[src/rtl/uart_ctrl_pkg.sv]
// Shared types and helpers for the UART transmit arbiter.
package uart_ctrl_pkg;

  typedef enum bit [1:0] {
    IDLE      = 2'd0,
    LAUNCH    = 2'd1,
    WAIT_DONE = 2'd2,
    ACK       = 2'd3
  } state_t;

  // Width of requester indices; wide enough for up to 8 requesters.
  localparam int IDX_W = 3;

  function automatic int calc_clk_count(input int freq, input int baud);
    return freq / baud;
  endfunction

endpackage

[src/rtl/rr_arbiter.sv]
// Combinational round-robin picker: first set request at or above pointer, wrapping.
module rr_arbiter
  import uart_ctrl_pkg::*;
#(
  parameter int N = 4
) (
  input  logic [N-1:0]     req,
  input  logic [IDX_W-1:0] pointer,
  output logic [N-1:0]     grant,
  output logic [IDX_W-1:0] index,
  output logic             any
);

  always_comb begin
    // NOTE: every output gets a default first so no path leaves one unassigned (no latch).
    grant = '0;
    index = '0;
    any   = 1'b0;
    // Upper segment [pointer, N) has priority over the wrapped segment [0, pointer).
    for (int i = 0; i < N; i++) begin
      if (!any && req[i] && i >= int'(pointer)) begin
        any      = 1'b1;
        index    = IDX_W'(i);
        grant[i] = 1'b1;
      end
    end
    for (int i = 0; i < N; i++) begin
      if (!any && req[i] && i < int'(pointer)) begin
        any      = 1'b1;
        index    = IDX_W'(i);
        grant[i] = 1'b1;
      end
    end
  end

endmodule

[src/rtl/uart_tx_arbiter.sv]
// Round-robin sharing of one uarttx transmitter between NUM_REQ byte producers;
// holds new_data for a full bit-clock period and acks the winner after tx_done.
module uart_tx_arbiter
  import uart_ctrl_pkg::*;
#(
  parameter int clk_frequency = 10000000,
  parameter int baud_rate     = 9600,
  parameter int NUM_REQ       = 4
) (
  input  logic                 clk,
  input  logic                 rst,
  input  logic [NUM_REQ-1:0]   req,
  input  logic [NUM_REQ*8-1:0] req_data,
  output logic [NUM_REQ-1:0]   gnt,
  output logic [2:0]           grant_id,
  output logic                 busy,
  output logic                 tx_new_data,
  output logic [7:0]           tx_data,
  input  logic                 tx_done,
  output logic                 timeout_err
);

  localparam int CLK_COUNT      = calc_clk_count(clk_frequency, baud_rate);
  localparam int HOLD_CYCLES    = CLK_COUNT + 4;
  localparam int TIMEOUT_CYCLES = 12 * CLK_COUNT;
  localparam int CNT_W          = $clog2(TIMEOUT_CYCLES);

  localparam logic [CNT_W-1:0] HOLD_LAST    = CNT_W'(HOLD_CYCLES - 1);
  localparam logic [CNT_W-1:0] TIMEOUT_LAST = CNT_W'(TIMEOUT_CYCLES - 1);
  localparam logic [IDX_W-1:0] LAST_IDX     = IDX_W'(NUM_REQ - 1);

  state_t             state;
  logic [IDX_W-1:0]   rr_ptr;
  logic [NUM_REQ-1:0] win_oh;
  logic [NUM_REQ-1:0] grant_oh;
  logic [IDX_W-1:0]   win_idx;
  logic               win_any;
  logic [7:0]         win_data;
  logic [CNT_W-1:0]   cnt;
  logic [1:0]         done_sync;
  logic               done_prev;
  logic               done_pulse;

  rr_arbiter #(.N(NUM_REQ)) u_rr (
    .req     (req),
    .pointer (rr_ptr),
    .grant   (win_oh),
    .index   (win_idx),
    .any     (win_any)
  );

  always_comb begin
    win_data = '0;
    for (int i = 0; i < NUM_REQ; i++) begin
      if (win_oh[i]) win_data = req_data[8*i +: 8];
    end
  end

  // tx_done comes from the transmitter's bit-clock logic; only a fresh rising edge counts.
  always_ff @(posedge clk or negedge rst) begin
    if (!rst) begin
      done_sync <= '0;
      done_prev <= 1'b0;
    end else begin
      // NOTE: non-blocking assignments so each flop samples the previous stage's old value.
      done_sync <= {done_sync[0], tx_done};
      done_prev <= done_sync[1];
    end
  end

  assign done_pulse = done_sync[1] & ~done_prev;

  always_ff @(posedge clk or negedge rst) begin
    if (!rst) begin
      state       <= IDLE;
      gnt         <= '0;
      grant_id    <= '0;
      grant_oh    <= '0;
      busy        <= 1'b0;
      tx_new_data <= 1'b0;
      tx_data     <= '0;
      timeout_err <= 1'b0;
      rr_ptr      <= '0;
      cnt         <= '0;
    end else begin
      gnt         <= '0;
      timeout_err <= 1'b0;
      case (state)
        IDLE: begin
          if (win_any) begin
            tx_data     <= win_data;
            grant_id    <= win_idx;
            grant_oh    <= win_oh;
            busy        <= 1'b1;
            tx_new_data <= 1'b1;
            cnt         <= '0;
            state       <= LAUNCH;
          end
        end
        LAUNCH: begin
          if (cnt == HOLD_LAST) begin
            tx_new_data <= 1'b0;
            cnt         <= '0;
            state       <= WAIT_DONE;
          end else begin
            cnt <= cnt + 1'b1;
          end
        end
        WAIT_DONE: begin
          // A real completion beats a coincident timeout.
          if (done_pulse) begin
            gnt   <= grant_oh;
            state <= ACK;
          end else if (cnt == TIMEOUT_LAST) begin
            timeout_err <= 1'b1;
            gnt         <= grant_oh;
            state       <= ACK;
          end else begin
            cnt <= cnt + 1'b1;
          end
        end
        ACK: begin
          rr_ptr <= (grant_id == LAST_IDX) ? '0 : grant_id + IDX_W'(1);
          busy   <= 1'b0;
          state  <= IDLE;
        end
        default: begin
          busy        <= 1'b0;
          tx_new_data <= 1'b0;
          state       <= IDLE;
        end
      endcase
    end
  end

endmodule

[config.mk]
export PLATFORM = sky130hd
export DESIGN_NAME = uart_tx_arbiter
export DESIGN_NICKNAME = d
export VERILOG_FILES = /design/src/rtl/uart_ctrl_pkg.sv /design/src/rtl/rr_arbiter.sv /design/src/rtl/uart_tx_arbiter.sv
export SDC_FILE = /design/constraint.sdc
export NUM_CORES = 1
export LEC_CHECK = 0
export ABC_AREA = 1
export CAP_MARGIN = 20
export CORE_MARGIN = 2
export CORE_UTILIZATION = 55
export CTS_CLUSTER_SIZE = 30
export DETAILED_ROUTE_END_ITERATION = 10
export HOLD_SLACK_MARGIN = 0.03
export PLACE_DENSITY = 0.86
export SKIP_LAST_GASP = 1
export SLEW_MARGIN = 20
export SYNTH_ARGS = -nofsm -noshare
export SYNTH_HDL_FRONTEND = slang
export SYNTH_SLANG_ARGS = --single-unit
[constraint.sdc]
create_clock -name clk -period 4.3 [get_ports clk]
set_input_delay 0.645 -clock clk [delete_from_list [all_inputs] [get_ports clk]]
set_output_delay 0.645 -clock clk [all_outputs]
set_load 0.02 [all_outputs]
==> out/metrics.cfg <==
[synth]
synthDistinctLibCells = 36
syn-num-nets = 410
synth_area_leaders = dfrtp_1 40%, nand2_1 19%, nand3_1 6.8%
syn_avg_cell_area_um2 = 7.25
netlist_area_um2 = 2630
synth_top_area_cell = dfrtp_1
synthCells = 363
synth-seq-cells = 42
synth_edf_count = 0
seq_area_frac_synth_pct = 39.9
synthArstFlopShare_pct = 100
synth_ff_type = dfrtp_1
yosysTopAreaCellShare_pct = 39.9
synth_warnings = 0

[global_routing]
grt-ovfl-total = 0
grt_pass1_vias = 2387
gr-usage-all-layers_pct = 25.3
grt_max_degree = 43
antenna_found_initial = 0
grt_pass1_wl_um = 10500

[setup_path]
crit_path_top_delay_cell = nand4_1
cp_num_buf_inv = 1
path_cells = clkdlybuf4s50_1 > nand2_1 > nand4_1 > or2_2 > nand3_1 > o21bai_1 > nand2_1
critical_path.endpoint_type = register
critical_path_class = in -> reg
worstPathMaxFanout = 19
max_stage_delay_ps = 550
cp-start-kind = primary input
crit_family = simple AND/OR/NAND/NOR gates
critPathRequiredTime_ps = 4480
cp.arrival_ps = 2690
cpMostUsedCell = nand2_1

[power_and_ir_drop]
p_leak_nw = 1.64
swShare_pct = 43.4
switchingPower_w = 0.000718
p_int_w = 0.000936
p_seq_share_pct = 34.1
fin_total_pwr_w = 0.00165
combPwrFrac_pct = 50.1
clockPowerShare_pct = 15.8
vdd.ir_drop.worst_v = 0.000376
power.density_nw_per_um2 = 505

[clocking]
cts.htree.levels = 2
insertion_delay_ps = 290
cts.repair.resized = 0
cts_sinks = 42
cts_buffers = 5
postCtsHoldBufs = 0
cts.clk_slew.worst_paths_ps = 80
cts_tree = done
cts_setup_buffers = 0
cts_buffer_depth = 2
cts_root_buf = clkbuf_8

[sta]
rsz0062_at_grt = no
skew_ps = 3.73
timing.slew.headroom_pct = 40.6
fin_setup_tns_ps = 0
finalWorstSetupSlack_ps = 1790
hold_ws_ps = 354
worstMarginPinSlew_ps = 891
final_hold_viol_count = 0
maxSlewViolCount = 0
fmax_ghz = 0.399
finalSetupViolCount = 0
fin_crit_sh_pct = 58.3
min_period_ps = 2510

[detailed_routing]
routed_wl_um = 6090
viasPerCell = 5.33
route.vias.total = 2504
wire_per_inst_um = 12.9
ant_nets = 0
drtIter0Drc = 160
firstDrtPassIters = 4
drc_errors = 0

[cells_and_area]
final_common_cell = nand2_1
num_antenna_cells = 0
drive_above_1_share_pct = 6.97
layout.nets = 462
area_growth_syn_to_layout_pct = 24.6
fin_area_um2 = 3280
final_cell_mix = 132 x nand2_1, 54 x clkdlybuf4s50_1, 42 x dfrtp_1
nFillCells = 384

[die]
fp-row-count = 25
fp.dieH_um = 73.2
start_util_pct = 56.5
coreArea_um2 = 4660
ios = 57
die_x_um = 73.2
die_area_um2 = 5350

[place]
numPortBuffers = 55
place_hpwl_um = 4680
place_ws_ps = 1510
place_area_um2 = 3190
gp_congestion = 0.891

[outcome]
outcome = finished clean

[worst_hold_path]
min_path_type = reg -> reg

[run]
drv_cap = 0

[worst register-to-register path, stage by stage (launching register included)]
cell,delay (ps)
dfrtp_1,370
inv_1,80
nand2_1,120
nand4_1,550
or2_2,530
nand3_1,90
o21bai_1,120
nand2_1,70
[logic make-up after synthesis]
logic type / count (synthesis) / share of synthesized area (%)
AO/OA/AOI/OAI: 31 / 7.80
buffers and inverters: 48 / 7.61
other: 1 / 0.143
flip-flops: 42 / 39.9
AND/OR/NAND/NOR: 227 / 38.7
XOR/XNOR: 6 / 2.00
adder cells (fa/ha/maj): 8 / 3.80
[flip-flops by register name, summed over array words and instances, names as in the netlist]
signal and flops:
gnt 4, state 2, rr_ptr 2, cnt 14, grant_oh 4, done_sync 2
grant_id 2, busy 1, tx_data 8, tx_new_data 1, done_prev 1, timeout_err 1
[stage by stage]
step,util (%),instances
2_1_floorplan,-,363
3_3_place_gp,68.4,462
3_5_place_dp,68.4,462
4_1_cts,70.3,470
5_1_grt,70.3,470
6_report,70.3,470
[per-layer routing]
metal | track usage, % | wire (µm)
met4 | 8.02 | 73
met3 | 7.04 | 469
met1 | 31.5 | 2590
met5 | 0 | 0
met2 | 42.3 | 2960
[layout make-up]
cell class	count	area [µm²]	share of cell area (%)
clock buffer	7	86.3	2.63
multi-input combinational	273	1380	42.1
inverter	38	143	4.35
sequential	42	1050	32.1
tap	54	67.6	2.06
timing repair buffer	55	546	16.6
clock inverter	1	5.00	0.153
[final timing paths]
path                                   start           end  slack (ps)  depth (start not counted)
worst max register to register     rr_ptr[1]    tx_data[0]        2260                          7
worst min-delay path            done_sync[0]  done_sync[1]         350                          0
max in group asynchronous                rst        cnt[4]        3270                          1
min in group asynchronous                rst        cnt[8]         460                          1
worst max-delay path                  req[1]    tx_data[0]        1790                          7
worst min register to register  done_sync[0]  done_sync[1]         350                          0
[power by group through the flow]
stage	combinational, W	clock (W)	sequential [W]
finish	0.000829	0.000262	0.000564
global route	0.000926	0.000280	0.000578
CTS	0.000830	0.000270	0.000564
detailed placement	0.000827	0	0.000569
global placement	0.000792	0	0.000565
floorplan	0.000493	0	0.000624
[synth_stat cells, drive strengths merged, types with 5 or more instances]
| cell | number |
|---|---|
| o21bai | 8 |
| nand2 | 137 |
| or2 | 9 |
| ha | 8 |
| o21ai | 11 |
| nand3 | 38 |
| nand4 | 5 |
| xor2 | 6 |
| inv | 38 |
| nor2 | 29 |
| buf | 8 |
| dfrtp | 42 |
(Power assumes the default switching activity.)
